## src/rtl/adc_avg_pkg.sv

```systemverilog
// Shared definitions for the ADC sample averager: FSM states, default
// window limit and the accumulator sizing rule.
package adc_avg_pkg;

  // Largest supported log2 window size (window up to 128 samples).
  localparam int MAX_SHIFT_DEF = 7;

  typedef enum logic [1:0] {
    IDLE  = 2'd0,
    ACCUM = 2'd1,
    FLUSH = 2'd2
  } avg_state_t;

  // Sum of 2^max_shift codes of w bits never needs more than w+max_shift bits.
  function automatic int acc_width(input int w, input int max_shift);
    return w + max_shift;
  endfunction

endpackage

```

## src/rtl/adc_avg_window_cmp.sv

```systemverilog
// Window comparator with hysteresis on averaged ADC results. The set test
// is checked first so inverted thresholds cannot toggle within one update.
module adc_avg_window_cmp #(
  parameter int W = 16
) (
  input  logic         clk,
  input  logic         reset,
  input  logic [W-1:0] result,
  input  logic         result_valid,
  input  logic [W-1:0] Thr_hi_i,
  input  logic [W-1:0] Thr_lo_i,
  output logic         Alarm_o
);

  // Alarm state: set above Thr_hi_i, clear below Thr_lo_i, otherwise hold.
  always_ff @(posedge clk or negedge reset) begin
    if (!reset) begin
      Alarm_o <= 1'b0;
    end else if (result_valid) begin
      if (result > Thr_hi_i) begin
        Alarm_o <= 1'b1;
      end else if (result < Thr_lo_i) begin
        Alarm_o <= 1'b0;
      end
    end
  end

endmodule

```

## src/rtl/adc_sample_averager.sv

```systemverilog
// Averages 2^k ADC codes with round-half-up and presents each result on a
// valid/ready output register; results arriving while the previous one is
// still unconsumed are dropped and flagged on the sticky Overrun_o.
module adc_sample_averager
  import adc_avg_pkg::*;
#(
  parameter int W         = 16,
  parameter int MAX_SHIFT = MAX_SHIFT_DEF
) (
  input  logic         clk,
  input  logic         reset,
  input  logic [W-1:0] On_counter_val,
  input  logic         ADC_valid_strb,
  input  logic [2:0]   Avg_shift_i,
  input  logic         Clear_i,
  input  logic         Avg_ready_i,
  input  logic [W-1:0] Thr_hi_i,
  input  logic [W-1:0] Thr_lo_i,
  output logic [W-1:0] Avg_val_o,
  output logic         Avg_valid_o,
  output logic         Overrun_o,
  output logic         Alarm_o
);

  localparam int ACC_W = acc_width(W, MAX_SHIFT);
  localparam int CNT_W = MAX_SHIFT + 1;
  localparam int KW    = (MAX_SHIFT < 2) ? 1 : $clog2(MAX_SHIFT + 1);

  avg_state_t       state;
  logic [ACC_W-1:0] acc;
  logic [CNT_W-1:0] cnt;
  logic [CNT_W-1:0] cnt_nxt;
  logic [CNT_W-1:0] win_sz;
  logic [KW-1:0]    k_q;
  logic [KW-1:0]    k_in;
  logic [W-1:0]     flush_res;
  logic             flush_go;
  logic [W-1:0]     res_p1;
  logic             vld_p1;
  logic             xfer;

  // Round-half-up divide by 2^k; the extra bit keeps the rounding add exact.
  function automatic logic [W-1:0] round_shift(input logic [ACC_W-1:0] a,
                                               input logic [KW-1:0]    k);
    logic [ACC_W:0] t;
    t = {1'b0, a};
    if (k != '0) begin
      t = t + ((ACC_W+1)'(1) << (k - KW'(1)));
    end
    t = t >> k;
    return W'(t);
  endfunction

  // Requested window size, clamped to the supported maximum.
  always_comb begin
    k_in = KW'(Avg_shift_i);
    if (int'(Avg_shift_i) > MAX_SHIFT) begin
      k_in = KW'(MAX_SHIFT);
    end
  end

  assign cnt_nxt   = cnt + CNT_W'(1);
  assign win_sz    = CNT_W'(1) << k_q;
  assign flush_res = round_shift(acc, k_q);
  assign flush_go  = (state == FLUSH) && !Clear_i;
  assign xfer      = Avg_valid_o && Avg_ready_i;

  // Window FSM: a strobe in IDLE or FLUSH opens a new window and latches k.
  always_ff @(posedge clk or negedge reset) begin
    if (!reset) begin
      state <= IDLE;
      acc   <= '0;
      cnt   <= '0;
      k_q   <= '0;
    end else if (Clear_i) begin
      state <= IDLE;
      acc   <= '0;
      cnt   <= '0;
    end else begin
      case (state)
        IDLE, FLUSH: begin
          if (ADC_valid_strb) begin
            k_q   <= k_in;
            acc   <= ACC_W'(On_counter_val);
            cnt   <= CNT_W'(1);
            state <= (k_in == '0) ? FLUSH : ACCUM;
          end else begin
            acc   <= '0;
            cnt   <= '0;
            state <= IDLE;
          end
        end
        ACCUM: begin
          if (ADC_valid_strb) begin
            acc <= acc + ACC_W'(On_counter_val);
            cnt <= cnt_nxt;
            if (cnt_nxt == win_sz) begin
              state <= FLUSH;
            end
          end
        end
        default: state <= IDLE;
      endcase
    end
  end

  // ---- stage p1: rounded result leaves FLUSH ----
  // Valid for the registered flush result.
  always_ff @(posedge clk or negedge reset) begin
    if (!reset) begin
      vld_p1 <= 1'b0;
    end else begin
      vld_p1 <= flush_go;
    end
  end

  // Flush result data; qualified by vld_p1 so it needs no reset.
  always_ff @(posedge clk) begin
    if (flush_go) begin
      res_p1 <= flush_res;
    end
  end

  // ---- stage p2: output register, handshake and overrun ----
  // Load a new result when the slot is free or being emptied; otherwise drop it.
  always_ff @(posedge clk or negedge reset) begin
    if (!reset) begin
      Avg_val_o   <= '0;
      Avg_valid_o <= 1'b0;
      Overrun_o   <= 1'b0;
    end else begin
      if (vld_p1 && (!Avg_valid_o || xfer)) begin
        Avg_val_o   <= res_p1;
        Avg_valid_o <= 1'b1;
      end else if (xfer) begin
        Avg_valid_o <= 1'b0;
      end
      if (Clear_i) begin
        Overrun_o <= 1'b0;
      end else if (vld_p1 && Avg_valid_o && !xfer) begin
        Overrun_o <= 1'b1;
      end
    end
  end

  adc_avg_window_cmp #(
    .W(W)
  ) u_window_cmp (
    .clk          (clk),
    .reset        (reset),
    .result       (res_p1),
    .result_valid (vld_p1),
    .Thr_hi_i     (Thr_hi_i),
    .Thr_lo_i     (Thr_lo_i),
    .Alarm_o      (Alarm_o)
  );

endmodule

```

## config.mk

```make
export PLATFORM = sky130hd
export DESIGN_NAME = adc_sample_averager
export DESIGN_NICKNAME = d
export VERILOG_FILES = /design/src/rtl/adc_avg_pkg.sv /design/src/rtl/adc_avg_window_cmp.sv /design/src/rtl/adc_sample_averager.sv
export SDC_FILE = /design/constraint.sdc
export NUM_CORES = 1
export LEC_CHECK = 0
export BUFFER_PORTS_ARGS = -buffer_cell sky130_fd_sc_hd__buf_2
export CAP_MARGIN = 20
export CORE_MARGIN = 3
export CORE_UTILIZATION = 45
export CTS_BUF_LIST = sky130_fd_sc_hd__clkbuf_4 sky130_fd_sc_hd__clkbuf_8
export DETAILED_ROUTE_END_ITERATION = 10
export GPL_ROUTABILITY_DRIVEN = 1
export PLACE_DENSITY_LB_ADDON = 0.05
export SLEW_MARGIN = 15
export SYNTH_ARGS = -nofsm -noshare
export SYNTH_HDL_FRONTEND = slang
export SYNTH_HIERARCHICAL = 1
export SYNTH_SLANG_ARGS = --single-unit
```

## constraint.sdc

```tcl
create_clock -name clk -period 4.3 [get_ports clk]
set_input_delay 0.215 -clock clk [delete_from_list [all_inputs] [get_ports clk]]
set_output_delay 0.215 -clock clk [all_outputs]
set_load 0.05 [all_outputs]
```

Word level (Yosys, flattened, before mapping)
Cells that the tools add are included.
W data, S select, Z words.
{"block": "totals", "ff_bits": 72, "inputBits": 56, "out_inout_bits": 19, "word_cells": 67}
{"block": "classes", "n_addsub": 4, "order_cmp": 2, "eq_ne": 5, "n_shift": 3, "mux": 21, "n_bitwise": 1, "reduce_logical": 21}
{"operator": "$mux W23", "n": 2}
{"operator": "$pmux W23 S2", "n": 1}
{"operator": "$add A23 B24 Y24", "n": 1}
{"operator": "$mux W24", "n": 1}
{"operator": "$shl A1 B3 Y24 const A", "n": 1}
{"operator": "$shr A24 B3 Y16", "n": 1}
{"operator": "$add A23 B16 Y23", "n": 1}
{"operator": "$gt A16 B16 Y1", "n": 1}
{"operator": "$lt A16 B16 Y1", "n": 1}
{"operator": "$mux W16", "n": 1}
{"operator": "$mux W8", "n": 2}
{"operator": "$pmux W8 S2", "n": 1}
{"operator": "$mux W2", "n": 5}
{"operator": "$add A8 B1 Y8 const B", "n": 1}
{"operator": "$eq A8 B8 Y1", "n": 1}
{"operator": "$shl A1 B3 Y8 const A", "n": 1}
{"operator": "$mux W1", "n": 7}
{"operator": "$ne A3 B3 Y1 const B", "n": 2}
{"operator": "$reduce_and A2 Y1", "n": 3}
{"operator": "$reduce_bool A2 Y1", "n": 3}
{"operator": "$reduce_bool A3 Y1", "n": 2}
{"operator": "$logic_and A1 B1 Y1", "n": 5}
{"operator": "$pmux W2 S2", "n": 1}
{"operator": "$logic_not A1 Y1", "n": 3}
{"operator": "9 further kinds", "n": 9}

Depth between registers and ports, before layout
Gate-level depths: netlist of run 1.
{"block": "logic_depth", "depth_word": 6, "ltp_mapped": 17, "mapped_depth_nobuf": 15}

By module
Netlist of run 1, hierarchy kept.
{"mod": "adc_sample_averager", "instances": 1, "cells_per_inst": 592, "area_per_inst_um2": 5345.1, "seq_area_each_um2": 1856.8}
{"mod": "adc_avg_window_cmp", "instances": 1, "cells_per_inst": 111, "area_per_inst_um2": 833.3, "seq_area_each_um2": 25.0}

Worst setup path before layout of run 1
Ideal clock, no wire load.
{"block": "synth_timing", "kind": "register -> register", "startpoint": "reg k_q[2]", "endpoint": "reg res_p1[12], data pin", "setup_time_ns": 0.272, "arrival_time_ns": 3.724, "t_required_ns": 4.028, "path_slack_ns": 0.304, "stages_incl_launch_ff": 16, "n_path_buf": 3, "period_less_slack_ns": 3.996, "path_cell_list": "dfrtp_1 buf_2 inv_1 buf_1 ha_1 and3_1 ha_1 and3_1 a22oi_1 a221o_1 buf_6 nor3_4 nand4_1 xor2_1 mux2i_1 mux4_2"}
{"block": "synth_via", "elab_chain_cells": 5, "word_cells_on_any_way": 6, "cone_classes": "add/sub (2); shift (2); mux (1); reduce/logical (1)"}
{"item": "from (decl)", "line": "adc_sample_averager.sv:34", "rtl": "logic [KW-1:0] k_q;"}
{"item": "from (signal assigned)", "line": "adc_sample_averager.sv:83", "rtl": "k_q <= k_in;"}
{"item": "$sub A3 B1 Y3", "line": "adc_sample_averager.sv:48", "rtl": "t = t + ((ACC_W+1)'(1) << (k - KW'(1)));"}
{"item": "$shl A1 B3 Y24", "line": "adc_sample_averager.sv:48"}
{"item": "$add A23 B24 Y24", "line": "adc_sample_averager.sv:48"}
{"item": "$mux W24", "line": "adc_sample_averager.sv:47", "rtl": "if (k != '0) begin"}
{"item": "$shr A24 B3 Y16 *", "line": "adc_sample_averager.sv:50", "rtl": "t = t >> k;"}
{"item": "named net flush_res[12]", "line": "adc_sample_averager.sv:36", "rtl": "logic [W-1:0] flush_res;"}
{"item": "to (signal assigned)", "line": "adc_sample_averager.sv:120", "rtl": "res_p1 <= flush_res;"}
{"item": "to (decl)", "line": "adc_sample_averager.sv:38", "rtl": "logic [W-1:0] res_p1;"}
Mark *: on every way through the listed nets, which the timed path passes. The rest lies on a longest branch.
A chain may end at the register's enable or synchronous reset.

Final worst setup path of run 1
{"block": "layout_timing", "startpoint": "reg k_q[0]", "endpoint": "reg res_p1[12], data pin"}
Same word-level chain as after synthesis.

==> results of run 1 <==
-- cell type report --
| class | instances | area [um^2] | share of cell area (%) |
|---|---|---|---|
| inverters | 47 | 176 | 2.53 |
| repair buffers | 86 | 460 | 6.60 |
| flip-flops and latches | 72 | 1880 | 27.0 |
| clock buffers | 10 | 138 | 1.97 |
| multi-input cells | 554 | 3990 | 57.2 |
| clock inverters | 6 | 106 | 1.53 |
| well taps | 176 | 220 | 3.16 |
-- layout by cell type, fill, tap and decap left out, types with 4 or more instances in the layout --
cell type | netlist | layout
o21ai_0 | 49 | 49
nand2_1 | 57 | 57
nand2b_1 | 4 | 4
o21a_1 | 6 | 5
a21o_1 | 11 | 11
buf_4 | 0 | 12
ha_1 | 59 | 59
and2_1 | 4 | 4
buf_2 | 5 | 74
and3_1 | 10 | 10
nor3_1 | 20 | 20
clkbuf_8 | 0 | 10
a21oi_1 | 42 | 42
dfrtp_1 | 56 | 56
xor2_1 | 19 | 19
a22o_1 | 13 | 13
a211oi_1 | 17 | 17
xnor2_1 | 28 | 28
nand4_1 | 10 | 10
or3_1 | 5 | 5
a32oi_1 | 5 | 5
mux2_2 | 20 | 20
mux2i_1 | 15 | 15
edfxtp_1 | 16 | 16
a31oi_1 | 6 | 6
nand3_1 | 20 | 20
inv_1 | 46 | 46
nor2_1 | 58 | 58
nor2b_1 | 6 | 6
-- power groups by stage --
stage	sequential, uW	clock (uW)	combinational, uW
after floorplan	973	0	529
after global placement	842	0	881
after detailed placement	844	0	894
after CTS	830	667	898
after global routing	838	703	981
final	830	650	893
-- registers in the layout, indices dropped and copies added (netlist names) --
signal and cells:
acc 23, Avg_val_o 16, res_p1 16, cnt 8, k_q 3, state 2
Avg_valid_o 1, Overrun_o 1, u_window_cmp/Alarm_o 1, vld_p1 1
-- worst register-to-register path, cell delays in order, from the launching register on --
cell	delay, ns
dfrtp_1	0.46
clkinv_1	0.12
nand2_1	0.10
inv_1	0.10
ha_1	0.30
and3_1	0.18
ha_1	0.35
and3_1	0.20
a22oi_1	0.13
a221o_1	0.44
nor3_4	0.32
nand4_1	0.16
xor2_1	0.29
mux2i_1	0.13
mux4_2	0.47
-- through the flow --
stage	total power, uW	cells	util [%]
CTS	2390	951	52.2
finish	2370	951	52.2
detailed placement	1740	935	50.4
floorplan	1500	703	-
global route	2520	951	52.2
global placement	1720	935	50.4
-- worst min path at each step --
stage	startpoint	end	slack, ns
after floorplan	reset	Avg_val_o[0]	-0.08
after global placement	reset	Avg_val_o[9]	0.40
after detailed placement	reset	Avg_val_o[8]	0.40
after CTS	reset	Avg_val_o[8]	0.02
after global routing	reset	Avg_val_o[8]	0.04
final	reset	Avg_val_o[8]	-0.01
-- per-layer routing --
| layer | global-route usage (%) | up-vias | wire [um] |
|---|---|---|---|
| li1 | - | 2727 | - |
| met1 | 27.0 | 2501 | 7050 |
| met2 | 35.3 | 127 | 7270 |
| met3 | 3.39 | 17 | 724 |
| met4 | 5.67 | 0 | 216 |
| met5 | 0 | - | 0 |
-- kinds of logic (layout without fill, tap and decap cells) --
group                    after synthesis  in the layout  synth area share [%]
multiplexers                          39             39                  7.41
adder cells (fa/ha/maj)               61             61                  12.6
buffers and inverters                 77            149                  5.06
AO/OA/AOI/OAI                        196            196                  21.4
AND/OR/NAND/NOR                      211            211                  16.4
XOR/XNOR                              47             47                  6.66
flip-flops                            72             72                  30.5
-- repair_timing --
item                                   CTS  global route
resized for setup                        0             1
endpoints found under the hold margin    0             0
setup endpoints to repair                0             2
==> summary.txt, run 1 <==
Setup path
  • CP endpoint kind: register
  • Crit path cell chain: clkinv_1, nand2_1, inv_1, ha_1, and3_1, ha_1, and3_1, a22oi_1, a221o_1, nor3_4, nand4_1, xor2_1, mux2i_1, mux4_2
  • Critical path depth in cells: 14
  • CP peak stage delay: 0.47 ns
  • Crit path max fanout: 9
  • Endpoint of the worst register-to-register path: res_p1[12]
  • Buf/Inv on CP: 2
  • R2R setup slack: 0.27 ns
  • CP Capture Point: res_p1[12]
  • Arrival time at the worst endpoint: 4.11 ns
  • CP startpoint: k_q[0]
  • Critical path class: reg -> reg
  • Req. time, crit path: 4.39 ns
  • Worst R2R Start: k_q[0]
  • Crit path max-delay family: simple AND/OR/NAND/NOR gates
  • Slowest library cell on the worst path: mux4_2
  • Reg2reg path depth: 14
  • CP startpoint kind: register

GRT
  • Initial antenna violation count: 0
  • Gr ovfl total: 0
  • Vias in the first global route: 5179
  • First-pass GRT wire length: 25.1 mm
  • GR Util All Layers: 20.6%
  • Largest net degree at the start of global routing: 57

STA
  • Final WS setup: 0.272 ns
  • Fin. Hold Viols: 17
  • Rel. slew slack: 40.8%
  • Min Hold Slack: -0.0145 ns
  • Final period utilization: 93.7%
  • Setup TNS: 0 ns
  • Max Clk Rate: 248 MHz
  • Slew Limit Fails: 0
  • RSZ-0062 raised after global routing: no
  • Clock Skew: 0.0130 ns
  • Min Tclk post-route: 4.03 ns
  • Worst-Margin Slew: 0.887 ns
  • # setup viols final: 0

Placed design
  • Port Buf Inserts: 74
  • Hpwl dp: 12.0 mm
  • Setup slack at placement: 0.258 ns
  • Post-DP Area: 6730 um^2
  • Placer Congestion: 0.933

Power and ir drop
  • Sw Ratio: 36.9%
  • Clk pwr share: 27.4%
  • Net switching power: 875 uW
  • Pint: 1500 uW
  • Max IR drop VDD: 0.144 mV
  • PD cells: 340 nW/um^2
  • Reg power frac: 35.0%
  • Pleak: 0.00322 uW
  • Combinational share of power: 37.6%

Floorplan
  • Placeable Area: 13300 um^2
  • Die height: 123 um
  • Initial core utilization: 46.3%
  • Die ar.: 15200 um^2
  • Die Width: 123 um
  • Io pins: 75
  • Rows: 42

Clocking
  • CTS tree: yes
  • Longest Clk Path Bufs: 2
  • CTS Hold Bufs: 0
  • Clk sinks: 72
  • Post-CTS setup buffer count: 0
  • Root Driver: clkbuf_8
  • Clk pin slew, worst setup/hold paths: 0.08 ns
  • Latest clock arrival within the worst-skew pair: 0.36 ns
  • CTS buffer count: 9
  • Htree depth: 3

Synthesis
  • Post-synth top flop: dfrtp_1
  • Area leader, netlist: dfrtp_1
  • Mapped Nets: 820
  • Synth unique cells: 71
  • Ys async rst share: 77.8%
  • Synth Area per Inst: 8.79 um^2
  • Yosys warns: 6
  • Mapped Area: 6180 um^2
  • Flops & latches, synth: 72
  • Syn Inst Count: 703
  • EDFF count, synth: 16
  • Top post-synthesis cells by area: dfrtp_1, ha_1, edfxtp_1
  • Count leader, synth: ha_1
  • Seq/Total Area, Yosys: 30.5%
  • Commonest cells in the netlist: ha_1, nor2_1, nand2_1, dfrtp_1, o21ai_0
  • Synth top area share: 22.7%

Final layout
  • Synth-to-Final Area Change: 12.9%
  • Final nets: 887
  • Fillers: 1239
  • Fraction of layout cells with a size suffix above 1: 17.3%
  • Number of diodes: 0
  • Design area: 6970 um^2

Route
  • Vias per cell: 5.65
  • Routed WL: 15.3 mm
  • DRC viols: 0
  • Mean routed wirelength per cell: 16.0 um
  • Vias post-DR: 5372
  • Drt pass-1 iters: 5
  • Final ANT Viol Nets: 0
  • DRT iter0 DRCs: 331

Hold path
  • Worst Hold Class: in -> async

Run status
  • Failing checks: negative hold slack
  • Status: finished, violations left

Run
  • Max-cap check violation count: 0
Power figures use the tool's default switching activity.
==> run 2, diff against run 1 <==
CORE_UTILIZATION = 25   (was 45)
clock period = 3.7 ns   (was 4.3 ns; I/O delays follow)
==> run 2 against run 1 <==
  * Clock power increased by 22%
  * Largest cell class unchanged
  * Critical endpoint unchanged
  * Non-clock buffer count increased by 18
  * Total power increased by 21%
  * The run now ends clean
  * Critical path depth unchanged
  * Highest routed layer unchanged
  * Final cell count increased by 17%
  * Combinational power increased by 25%
==> summary.txt, run 2 (synthesis gave the netlist of run 1 again) <==
Run status
  • Status: complete, no violations

Floorplan
  • Die ar.: 26600 um^2 (+76%)
  • Io pins: 75 (unchanged)
  • Rows: 56 (+33%)
  • Die height: 163 um (+32%)
  • Placeable Area: 23900 um^2 (+79%)
  • Die Width: 163 um (+32%)
  • Initial core utilization: 25.9% (-20 points)

Final layout
  • Number of diodes: 0 (unchanged)
  • Synth-to-Final Area Change: 19.6%
  • Largest regs: acc: 23 flops, Avg_val_o: 16 flops, res_p1: 16 flops
  • Top reg by flops: acc
  • Commonest non-fill, non-tap cell in the layout: buf_2
  • Commonest cells after routing, fill and taps aside: buf_2, nor2_1, dfrtp_1, nand2_1, ha_1
  • Flip-flop count of the largest register after layout: 23 (unchanged)
  • Final nets: 905 (+2.0%)
  • Post-Layout Cell Count: 1112 (+17%)
  • Fraction of layout cells with a size suffix above 1: 20.7% (+3.4 points)

Setup path
  • Req. time, crit path: 3.79 ns (-0.60 ns)
  • Crit path max fanout: 7 (-2)
  • Arrival time at the worst endpoint: 3.61 ns (-0.50 ns)
  • Critical path depth in cells: 14 (unchanged)
  • CP startpoint kind: register
  • Crit path top cell by count: ha_4
  • Slowest library cell on the worst path: mux4_2
  • Crit path cell chain: inv_1, nand2_2, inv_2, ha_4, and3_1, ha_4, and3_4, a22oi_2, a221o_1, nor3_4, nand4_1, xor2_1, mux2i_1, mux4_2
  • CP peak stage delay: 0.46 ns (about the same)
  • Reg2reg path depth: 14 (unchanged)
  • Buf/Inv on CP: 2 (unchanged)
  • CP endpoint kind: register
  • Critical path class: reg -> reg
  • Crit path max-delay family: simple AND/OR/NAND/NOR gates

STA
  • Max Clk Rate: 285 MHz (+15%)
  • Rel. slew slack: 37.2% (-3.7 points)
  • Clock Skew: 0.0206 ns (+0.00758 ns)
  • Setup TNS: 0 ns (unchanged)
  • Worst-Margin Slew: 0.942 ns (+0.0548 ns)
  • Min Hold Slack: 0.0705 ns (+0.0850 ns)
  • Final WS setup: 0.187 ns (-0.0852 ns)
  • RSZ-0062 raised after global routing: no
  • # setup viols final: 0 (unchanged)
  • Min Tclk post-route: 3.51 ns (-0.515 ns)
  • Final period utilization: 94.9% (+1.3 points)
  • Slew Limit Fails: 0 (unchanged)
  • Fin. Hold Viols: 0 (-17)

GRT
  • Largest net degree at the start of global routing: 34 (-40%)
  • Vias in the first global route: 5732 (+11%)
  • First-pass GRT wire length: 30.5 mm (+22%)
  • GR Util All Layers: 14.5% (-6.1 points)
  • Gr ovfl total: 0 (unchanged)
  • Initial antenna violation count: 0 (unchanged)

Placed design
  • Setup slack at placement: 0.0424 ns (-0.215 ns)
  • Placed Cells: 1093 (+17%)
  • Hpwl dp: 14.9 mm (+24%)
  • Placer Congestion: 0.853 (-8.6%)
  • Port Buf Inserts: 74 (unchanged)

Clocking
  • Clk pin slew, worst setup/hold paths: 0.07 ns (about the same)
  • Htree depth: 3 (unchanged)
  • CTS tree: yes
  • Latest clock arrival within the worst-skew pair: 0.37 ns (about the same)
  • Root Driver: clkbuf_8
  • CTS buffer count: 9 (unchanged)
  • Clk sinks: 72 (unchanged)
  • Longest Clk Path Bufs: 2 (unchanged)

Power and ir drop
  • Pleak: 0.00332 uW (+2.9%)
  • PD cells: 390 nW/um^2 (+15%)
  • Max IR drop VDD: 0.167 mV (+16%)

Hold path
  • Worst Hold Class: in -> reg
  • Hold depth: 3

Route
  • DRC viols: 0 (unchanged)
  • Drt pass-1 iters: 6 (+1)
  • Routed WL: 19.0 mm (+24%)
  • Vias per cell: 4.95 (-12%)
  • DRT iter0 DRCs: 230 (-31%)
  • Vias post-DR: 5502 (+2.4%)
  • Final ANT Viol Nets: 0 (unchanged)
  • Mean routed wirelength per cell: 17.0 um (+6.2%)

Run
  • Max-cap check violation count: 0 (unchanged)
-- run 2: through the flow --
step                area, um^2  total power [uW]  util (%)
floorplan                 6190              1750         -
global placement          7040              2090      29.5
detailed placement        7040              2090      29.5
CTS                       7300              2910      30.5
global route              7390              3080      30.9
finish                    7390              2880      30.9
-- run 2: final cells by class --
cell class,instances,area (um^2)
Timing Repair Buffer,104,611
Fill cell,2561,16500
Tap cell,319,399
Sequential cell,72,1880
Multi-Input combinational cell,554,4070
Clock buffer,11,145
Inverter,47,181
Clock inverter,5,104
-- run 2: what timing repair did --
| item | CTS | global route |
|---|---|---|
| resized for setup | 0 | 12 |
| buffers inserted | 0 | 2 |
| hold buffers | 1 | 0 |
| endpoints found under the hold margin | 32 | 0 |
| setup endpoints to repair | 0 | 12 |
-- run 2: final timing paths --
path / from / end / slack [ns]
min in group asynchronous: reset / acc[5] / 0.45
worst max-delay path: k_q[1] / res_p1[12] / 0.19
worst min-delay path: Avg_shift_i[1] / k_q[1] / 0.07
worst max register to register: k_q[1] / res_p1[12] / 0.19
worst min register to register: Avg_val_o[9] / Avg_val_o[9] / 0.51
max in group asynchronous: reset / Avg_val_o[15] / 2.35
-- run 2: worst register-to-register path, cell delays in order (launching register included) --
cell and delay (ns):
dfrtp_1 0.38, inv_1 0.08, nand2_2 0.06, inv_2 0.11, ha_4 0.21, and3_1 0.21
ha_4 0.28, and3_4 0.17, a22oi_2 0.08, a221o_1 0.40, nor3_4 0.33, nand4_1 0.15
xor2_1 0.22, mux2i_1 0.10, mux4_2 0.46
-- run 2: power breakdown --
| part | switching [uW] | leakage [uW] | internal (uW) | total [uW] |
|---|---|---|---|---|
| logic | 708 | 0.00229 | 415 | 1120 |
| registers | 65.7 | 0.000898 | 899 | 965 |
| clock network | 320 | 0.000127 | 474 | 794 |
-- run 2: routing by layer --
layer / vias up / global-route usage [%] / part of all wire, %
met5: - / 0 / 0
met4: 0 / 3.96 / 1.3
met3: 17 / 2.16 / 4.4
met2: 104 / 25.2 / 48
met1: 2637 / 18.7 / 47
li1: 2744 / - / -
